**src/rtl/pad_cond_pkg.sv**
```systemverilog
// Shared constants and helpers for pad-input conditioning blocks.
//   clog2            : ceiling log2, usable in parameter expressions
//   SYNC_STAGES_MIN  : shallowest legal synchronizer
//   SYNC_STAGES_MAX  : deepest legal synchronizer
//   DEBOUNCE_DEFAULT : default consecutive-sample count for the debounce filter
package pad_cond_pkg;

  localparam int SYNC_STAGES_MIN  = 2;
  localparam int SYNC_STAGES_MAX  = 4;
  localparam int DEBOUNCE_DEFAULT = 4;

  function automatic int clog2(input int unsigned value);
    int r;
    r = 0;
    for (int unsigned i = 0; i < 32; i++) begin
      if ((64'd1 << i) < 64'(value)) r = int'(i) + 1;
    end
    return r;
  endfunction

endpackage

```
**src/rtl/pad_sync_chain.sv**
```systemverilog
// N-flop metastability synchronizer for a single asynchronous bit.
//   CLK : capture clock, rising edge
//   RST : synchronous active-high reset, loads RESET_VAL into every stage
//   D   : asynchronous input
//   Q   : synchronized output (last stage)
module pad_sync_chain
  import pad_cond_pkg::*;
#(
  parameter int SYNC_STAGES = 2,
  parameter bit RESET_VAL   = 1'b0
) (
  input  logic CLK,
  input  logic RST,
  input  logic D,
  output logic Q
);

  if (SYNC_STAGES < SYNC_STAGES_MIN || SYNC_STAGES > SYNC_STAGES_MAX) begin : g_bad_depth
    $error("pad_sync_chain: SYNC_STAGES out of legal range");
  end

  logic [SYNC_STAGES-1:0] stages;

  always_ff @(posedge CLK) begin
    if (RST) begin
      stages <= {SYNC_STAGES{RESET_VAL}};
    end else begin
      stages <= {stages[SYNC_STAGES-2:0], D};
    end
  end

  assign Q = stages[SYNC_STAGES-1];

endmodule

```
**src/rtl/pad_input_conditioner.sv**
```systemverilog
// Pad input conditioner: synchronizer, consecutive-sample debounce, edge strobes.
//   CLK      : single clock, rising edge
//   RST      : synchronous active-high reset
//   EN       : filter enable; low freezes the accepted level
//   DATA_IN  : asynchronous pin level from the pad buffer
//   DATA_OUT : debounced, synchronized level
//   RISE     : one-cycle strobe on the first cycle DATA_OUT shows 1 after 0
//   FALL     : one-cycle strobe on the first cycle DATA_OUT shows 0 after 1
//   BUSY     : a candidate level change is being qualified
module pad_input_conditioner
  import pad_cond_pkg::*;
#(
  parameter int SYNC_STAGES     = 2,
  parameter int DEBOUNCE_CYCLES = DEBOUNCE_DEFAULT,
  parameter bit RESET_VAL       = 1'b0
) (
  input  logic CLK,
  input  logic RST,
  input  logic EN,
  input  logic DATA_IN,
  output logic DATA_OUT,
  output logic RISE,
  output logic FALL,
  output logic BUSY
);

  localparam int CNT_W = (clog2(DEBOUNCE_CYCLES) > 1) ? clog2(DEBOUNCE_CYCLES) : 1;
  localparam logic [CNT_W-1:0] CNT_LAST = CNT_W'(DEBOUNCE_CYCLES - 1);

  logic             sync_q;
  logic [CNT_W-1:0] cnt;

  pad_sync_chain #(
    .SYNC_STAGES(SYNC_STAGES),
    .RESET_VAL  (RESET_VAL)
  ) u_sync (
    .CLK(CLK),
    .RST(RST),
    .D  (DATA_IN),
    .Q  (sync_q)
  );

  // cnt counts differing samples already seen; the sample that finds
  // cnt == CNT_LAST is the DEBOUNCE_CYCLES-th and commits the new level.
  always_ff @(posedge CLK) begin
    if (RST) begin
      DATA_OUT <= RESET_VAL;
      cnt      <= '0;
      RISE     <= 1'b0;
      FALL     <= 1'b0;
    end else begin
      RISE <= 1'b0;
      FALL <= 1'b0;
      if (!EN) begin
        cnt <= '0;
      end else if (sync_q == DATA_OUT) begin
        cnt <= '0;
      end else if (cnt == CNT_LAST) begin
        DATA_OUT <= sync_q;
        cnt      <= '0;
        RISE     <= sync_q;
        FALL     <= ~sync_q;
      end else begin
        cnt <= cnt + 1'b1;
      end
    end
  end

  assign BUSY = (cnt != '0);

endmodule

```
**config.mk**
```make
export PLATFORM = sky130hd
export DESIGN_NAME = pad_input_conditioner
export DESIGN_NICKNAME = d
export VERILOG_FILES = /design/src/rtl/pad_cond_pkg.sv /design/src/rtl/pad_sync_chain.sv /design/src/rtl/pad_input_conditioner.sv
export SDC_FILE = /design/constraint.sdc
export NUM_CORES = 1
export LEC_CHECK = 0
export BUFFER_PORTS_ARGS = -buffer_cell sky130_fd_sc_hd__buf_4
export CAP_MARGIN = 40
export CORE_AREA = 2 2 39 41
export DETAILED_ROUTE_END_ITERATION = 8
export DIE_AREA = 0 0 41 43
export PLACE_DENSITY = 0.35
export SLEW_MARGIN = 20
export SYNTH_ARGS = -nofsm -noshare
export SYNTH_HDL_FRONTEND = slang
export SYNTH_SLANG_ARGS = --single-unit
export TNS_END_PERCENT = 50
```
**constraint.sdc**
```tcl
create_clock -name CLK -period 0.9 [get_ports CLK]
set_input_delay 0.09 -clock CLK [delete_from_list [all_inputs] [get_ports CLK]]
set_output_delay 0.09 -clock CLK [all_outputs]
set_load 0.01 [all_outputs]
```
==> results of run 1 <==
==> how the worst max path moves through the flow <==
stage | endpoint | slack, ns | cells after the start
after floorplan | cnt[1] | -0.005 | 3
after global placement | FALL | -0.06 | 3
after detailed placement | FALL | -0.07 | 3
after CTS | BUSY | -0.12 | 4
after global routing | FALL | -0.15 | 3
final | BUSY | -0.10 | 4
==> metrics by stage <==
stage / hold slack (ns) / area (um^2) / std cells
after CTS: 0.0222 / 393 / 51
after global routing: 0.0160 / 399 / 51
final: 0.0234 / 399 / 51
after global placement: 0.290 / 343 / 47
after detailed placement: 0.291 / 343 / 47
after floorplan: 0.159 / 270 / 24
==> what timing repair did <==
item                       4_1_cts  5_1_grt
setup endpoints to repair        5        7
pin swaps                        2        0
resized for setup                9        2
==> critical path, stage by stage (launching register included) <==
cell	delay (ns)
dfxtp_2	0.34
inv_2	0.05
ha_4	0.14
inv_2	0.04
buf_6	0.09
==> cells in the mapped netlist <==
cell / number
dfxtp_1: 7
inv_1: 3
ha_1: 2
nor2b_1: 2
nor3b_1: 2
a21bo_2: 1
a21oi_1: 1
nand2b_1: 1
nand3_1: 1
nand3b_1: 1
nor4_1: 1
nor4b_2: 1
xnor2_1: 1
==> state kept, by name (all words and copies together) (netlist names) <==
signal / cells
DATA_OUT: 1
u_sync.stages: 2
RISE: 1
cnt: 2
FALL: 1
==> layout make-up <==
class,count,area [um^2],share of cell area
Sequential cell,7,144,0.361
Inverter,3,11.3,0.0282
Timing Repair Buffer,7,56.3,0.141
Clock buffer,4,26.3,0.0658
Multi-Input combinational cell,14,141,0.354
Tap cell,16,20.0,0.0502
==> power breakdown <==
group	switching, mW	leakage [nW]	internal, mW	total (mW)
sequential	0.00350	0.0584	0.315	0.319
combinational	0.0109	0.0783	0.0172	0.0281
clock	0.117	0.0150	0.169	0.286
total	0.131	0.152	0.502	0.633
==> cells by family (layout without fill, tap and decap cells) <==
family | Yosys count | after routing | share of synthesized area
flip-flops | 7 | 7 | 0.523
AND/OR/NAND/NOR | 9 | 9 | 0.252
adder cells (fa/ha/maj) | 2 | 2 | 0.0934
buffers and inverters | 3 | 14 | 0.0421
XOR/XNOR | 1 | 1 | 0.0327
AO/OA/AOI/OAI | 2 | 2 | 0.0561
==> per-layer routing <==
metal	track usage	wire, um
met1	0.0712	195
met2	0.0906	191
met3	0.0942	54
met4	0.0400	4
met5	0	0
==> flow_metrics.tcl, run 1 <==
set metrics [dict create \
    hp-class "in2reg" \
    clock_sinks 7 \
    mostFrequentLayoutCell "buf_4" \
    ir_worst_vdd_uv 557 \
    p_leak_nw 0.152 \
    ys_types 13 \
    most-common-layout-cells "6 x buf_4, 4 x dfxtp_1, 3 x dfxtp_2, 3 x inv_2, 3 x clkbuf_4" \
    clock_latency_ns 0.25 \
    mappedNetlistArea_um2 268 \
    ys_ff_latch 7 \
    rows 14 \
    hold_depth 2 \
    preCtsSetupSlack_ns -0.0659 \
    grt_pass1_vias 194 \
    grt_util_all_layers 0.0755 \
    reg2reg_to "DATA_OUT" \
    grt_max_degree 6 \
    drt_pass1_iterations 2 \
    status "finished with violations" \
    grt_pass1_wl_um 772 \
    setup_viol 5 \
    cts_buffers 3 \
    worst_slack_ns -0.105 \
    report.final.slew_viol_count 0 \
    io_buffers 7 \
    dieWidth_um 41 \
    crit_path_end_kind "output pin" \
    rrSetupSlack_ns -0.05 \
    tritoncts "built" \
    worst_setup_path_start_kind "register" \
    syn2layout_area_growth_pct 49.1 \
    clk_pin_slew_worst_paths_ns 0.05 \
    drcViolationCount 0 \
    slew-limit-headroom 0.845 \
    final_util 0.288 \
    wl_um 445 \
    antenna_found_initial 0 \
    dr.first_iter.drc_count 3 \
    rsz0062_at_grt "true" \
    wire_per_inst_um 8.73 \
    syn-num-nets 30 \
    ant_nets 0 \
    fin_worst_skew_ns 0.00503 \
    vias_per_cell 3.84 \
    hold_start "RST" \
    initial_core_util 0.193 \
    nFillCells 153 \
    power_mw 0.633 \
    crit_start "cnt[0]" \
    synth.top_cell.area_share 0.523 \
    path_max_fanout 3 \
    worst_r2r_path_depth 3 \
    nets 42 \
    die_area_um2 1760 \
    cts_root_buf "clkbuf_4" \
    hold_end "DATA_OUT" \
    synth_warnings 0 \
    critPathRequiredTime_ns 0.81 \
    timing.fmax_mhz 995 \
    synth_top_area_cell "dfxtp_1" \
    gp_congestion 0.643 \
    fin_crit_sh 1.12 \
    htree_num_levels 1 \
    yosysSeqAreaShare 0.523 \
    worstReg2RegStart "cnt[0]" \
    ioPinCount 8 \
    crit_arrival_ns 0.91 \
    violations "negative setup slack" \
    diodes 0 \
    p_per_area_nw_per_um2 1590 \
    maxCapViolCount 0 \
    fin_tns_setup_ns -0.242 \
    cts_setup_buffers 0 \
    hold_viol_final 0 \
    clock_path_buffers 2 \
    synthCells 24 \
    path_class "reg2out" \
    core_area_um2 1380 \
    ctsHoldBuffers 0 \
    overflow 0 \
    synth_area_leaders "dfxtp_1 52%, ha_1 9.3%, nor3b_1 5.6%" \
    layout-drive-gt1-share 0.629 \
    synth_area_per_cell_um2 11.2 \
    vias 196 \
    tightest_slew_ns 0.231 \
    period_minus_slack_ns 1.00 \
    die_h_um 43 \
]
Note: power is estimated with default switching activity, not from simulation.
==> run 2: changes to the inputs <==
PLACE_DENSITY = 0.49   (was 0.35)
==> flow_metrics.tcl, run 2 (synthesized netlist as in run 1, its figures left out) <==
set metrics [dict create \
    p_leak_nw 0.152 \
    placed_cell_area_um2 343 \
    timing.fmax_mhz 986 \
    vias_per_cell 3.84 \
    io_buffers 7 \
    violations "negative setup slack" \
    status "finished with violations" \
    layout-drive-gt1-share 0.600 \
    die_area_um2 1760 \
    grt_pass1_wl_um 717 \
    maxCapViolCount 0 \
    slowest_stage "dfxtp_2" \
    fin_tns_setup_ns -0.357 \
    crit_chain "ha_2, nand3b_1, nor3b_1" \
    crit_arrival_ns 1.18 \
    power_mw 0.621 \
    mostFrequentLayoutCell "buf_4" \
    clock_path_buffers 2 \
    grt_max_degree 6 \
    slew-limit-headroom 0.844 \
    reg_top3 "cnt x2, u_sync.stages x2" \
    overflow 0 \
    dr.first_iter.drc_count 1 \
    rows 14 \
    grt_pass1_vias 175 \
    hold_viol_final 0 \
    grt_util_all_layers 0.0614 \
    clk_pin_slew_worst_paths_ns 0.05 \
    cts_root_buf "clkbuf_4" \
    clock_sinks 7 \
    initial_core_util 0.193 \
    core_area_um2 1380 \
    worst_setup_path_start_kind "register" \
    path_max_fanout 5 \
    vias 196 \
    dp.cells 47 \
    p_per_area_nw_per_um2 1580 \
    die_h_um 43 \
    nFillCells 150 \
    wl_um 450 \
    clock_latency_ns 0.25 \
    syn2layout_area_growth_pct 47.2 \
    tightest_slew_ns 0.233 \
    dieWidth_um 41 \
    regArea_um2 144 \
    critPathRequiredTime_ns 1.06 \
    fin_worst_skew_ns 0.00641 \
    report.final.slew_viol_count 0 \
    finalInstanceArea_um2 394 \
    drcViolationCount 0 \
    ant_nets 0 \
    most-common-layout-cells "6 x buf_4, 4 x dfxtp_1, 3 x dfxtp_2, 3 x inv_2, 3 x clkbuf_4" \
    final_cells 51 \
    setup_viol 4 \
    period_minus_slack_ns 1.01 \
    tritoncts "built" \
    ctsHoldBuffers 0 \
    nets 42 \
    rsz0062_at_grt "true" \
    path_class "reg2reg" \
    drt_pass1_iterations 3 \
    cts_setup_buffers 0 \
    ir_worst_vdd_uv 1300 \
    crit_path_end_kind "register" \
    worst_slack_ns -0.114 \
    fin_crit_sh 1.13 \
    ioPinCount 8 \
    hp-class "in2reg" \
    cts_buffers 3 \
    antenna_found_initial 0 \
    max_stage_delay_ns 0.34 \
    final_util 0.285 \
    gp_congestion 0.650 \
    htree_num_levels 1 \
    multi_input_area_um2 136 \
    diodes 0 \
    wire_per_inst_um 8.82 \
]
run 2: final cells by class:
type                            instances  area share
Inverter                                3      0.0286
Sequential cell                         7       0.365
Timing Repair Buffer                    7       0.143
Clock buffer                            4      0.0667
Multi-Input combinational cell         14       0.346
Tap cell                               16      0.0508
run 2: path summary, 6_finish.rpt:
kind	end	slack [ns]	start	cells after the start
setup / recovery	FALL	-0.11	cnt[0]	3
hold / removal	DATA_OUT	0.03	RST	2
setup reg to reg	FALL	-0.11	cnt[0]	3
hold reg to reg	cnt[0]	0.44	cnt[0]	1
run 2: repair_timing:
item / CTS / global route
gates resized for setup: 8 / 2
cloned: 0 / 0
pin swaps: 1 / 0
endpoints found under the hold margin: 0 / 0
setup endpoints to repair: 5 / 6
run 2: power breakdown:
part | internal (mW) | total, mW | switching, mW
Clock | 0.169 | 0.274 | 0.106
Combinational | 0.0174 | 0.0283 | 0.0109
Sequential | 0.316 | 0.319 | 0.00325
Total | 0.502 | 0.621 | 0.120
run 2: metrics by stage:
stage          hold WS [ns]  setup WS (ns)
5_1_grt              0.0312         -0.152
4_1_cts              0.0261         -0.107
2_1_floorplan         0.159       -0.00480
3_3_place_gp          0.282        -0.0455
6_report             0.0258         -0.114
3_5_place_dp          0.288        -0.0790
run 2: critical path: cells and delay by family, from the launching register on:
kind          cells  cell delay (ns)
simple gates      2             0.35
flops             1             0.34
fa+ha+maj         1             0.24
run 2: layer usage:
layer	up-vias	part of all wire	global-route usage
li1	102	-	-
met1	87	0.39	0.0747
met2	7	0.52	0.0813
met3	0	0.082	0.0628
met4	0	0	0
met5	-	0	0
==> run 3: changes to the inputs <==
CELL_PAD_IN_SITES_DETAIL_PLACEMENT = 1   (was not set)
CELL_PAD_IN_SITES_GLOBAL_PLACEMENT = 1   (was not set)
PLACE_DENSITY = 0.58   (was 0.49)
TNS_END_PERCENT = 100   (was 50)
==> flow_metrics.tcl, run 3 (synthesized netlist as in run 1, its figures left out) <==
set metrics [dict create \
    status "finished with violations" \
    violations "negative setup slack" \
    crit_path_end_kind "output pin" \
    worst_path_most_repeated_cell "inv_2" \
    wl_um 519 \
    worst_setup_path_start_kind "register" \
    dr.first_iter.drc_count 0 \
    dieWidth_um 41 \
    crit_chain "inv_2, ha_4, inv_2, buf_6" \
    critPathRequiredTime_ns 0.81 \
    die_h_um 43 \
    nets 42 \
    report.final.slew_viol_count 0 \
    mostFrequentLayoutCell "buf_4" \
    ir_worst_vdd_uv 729 \
    slowest_stage "dfxtp_4" \
    rows 14 \
    max_stage_delay_ns 0.37 \
    tritoncts "built" \
    gp_congestion 0.674 \
    path_class "reg2out" \
    clock_sinks 7 \
    clk_pin_slew_worst_paths_ns 0.05 \
    ctsHoldBuffers 0 \
    hp-class "in2reg" \
    setup_viol 5 \
    fin_worst_skew_ns 0.000109 \
    cts_buffers 3 \
    cts_root_buf "clkbuf_4" \
    clock_path_buffers 2 \
    fin_crit_sh 1.13 \
    fin_tns_setup_ns -0.199 \
    overflow 0 \
    vias_per_cell 4.02 \
    p_leak_nw 0.154 \
    grt_max_degree 6 \
    tightest_slew_ns 0.231 \
    clock_latency_ns 0.25 \
    drt_pass1_iterations 1 \
    ioPinCount 8 \
    maxCapViolCount 0 \
    syn2layout_area_growth_pct 62.1 \
    ant_nets 0 \
    path_max_fanout 3 \
    crit_arrival_ns 0.93 \
    worst_slack_ns -0.121 \
    slew-limit-headroom 0.845 \
    htree_num_levels 1 \
    layout-drive-gt1-share 0.686 \
    grt_pass1_wl_um 910 \
    diodes 0 \
    rsz0062_at_grt "true" \
    reg_top3 "cnt x2, u_sync.stages x2" \
    grt_util_all_layers 0.0833 \
    drcViolationCount 0 \
    most-common-layout-cells "6 x buf_4, 4 x dfxtp_1, 3 x inv_2, 3 x clkbuf_4" \
    die_area_um2 1760 \
    placed_cell_area_um2 344 \
    antenna_found_initial 0 \
    cts_setup_buffers 0 \
    period_minus_slack_ns 1.02 \
    p_per_area_nw_per_um2 1440 \
    finalInstanceArea_um2 434 \
    hold_viol_final 0 \
    io_buffers 7 \
    wire_per_inst_um 10.2 \
    vias 205 \
    grt_pass1_vias 228 \
    initial_core_util 0.193 \
    final_util 0.314 \
    timing.fmax_mhz 979 \
    nFillCells 160 \
    core_area_um2 1380 \
    power_mw 0.626 \
]
[run 3: cell counts in the layout (fill, tap and decap cells not counted)]
No cell type changed its count.
[run 3: where the power goes]
group / leakage, nW / total (mW) / switching [mW] / internal (mW)
sequential: 0.0590 / 0.314 / 0.00427 / 0.310
combinational: 0.0806 / 0.0327 / 0.0137 / 0.0190
clock: 0.0150 / 0.279 / 0.110 / 0.169
total: 0.154 / 0.626 / 0.128 / 0.498
[run 3: area by class of cell]
type,instances,area (um^2),area share
clock buffers,4,26.3,0.0605
inverters,3,11.3,0.0259
multi-input cells,14,171,0.395
flip-flops and latches,7,149,0.343
well taps,16,20.0,0.0461
repair buffers,7,56.3,0.130
[run 3: worst paths after layout]
path                                        from          endpoint  slack (ns)  cells after the start
worst max-delay path                      cnt[0]              BUSY       -0.12                      4
worst min-delay path                         RST          DATA_OUT        0.02                      2
worst max register to register            cnt[0]              FALL       -0.03                      3
worst min register to register  u_sync.stages[0]  u_sync.stages[1]        0.45                      1
[run 3: stage by stage]
step / hold WS, ns / setup WS [ns] / std cells
5_1_grt: 0.0125 / -0.171 / 51
3_3_place_gp: 0.281 / -0.0205 / 47
4_1_cts: 0.0145 / -0.120 / 51
3_5_place_dp: 0.283 / -0.0634 / 47
6_report: 0.0153 / -0.121 / 51
2_1_floorplan: 0.159 / 0.00838 / 24
[run 3: metal layers]
layer | vias up | share of wire | GRT usage
met1 | 96 | 0.37 | 0.0836
met4 | 0 | 0 | 0.0800
met2 | 5 | 0.58 | 0.122
met5 | - | 0 | 0
li1 | 104 | - | -
met3 | 0 | 0.046 | 0.0314
[run 3: worst max-delay path, delay by kind of cell (launching register included)]
kind	cells	cell delay, ns
DFF	1	0.37
buffers and inverters	3	0.18
adders and majority gates	1	0.14
[run 3: timing repair]
| item | CTS | global route |
|---|---|---|
| gates resized for setup | 7 | 9 |
| endpoints found under the setup margin | 5 | 7 |
| pin swaps | 1 | 4 |
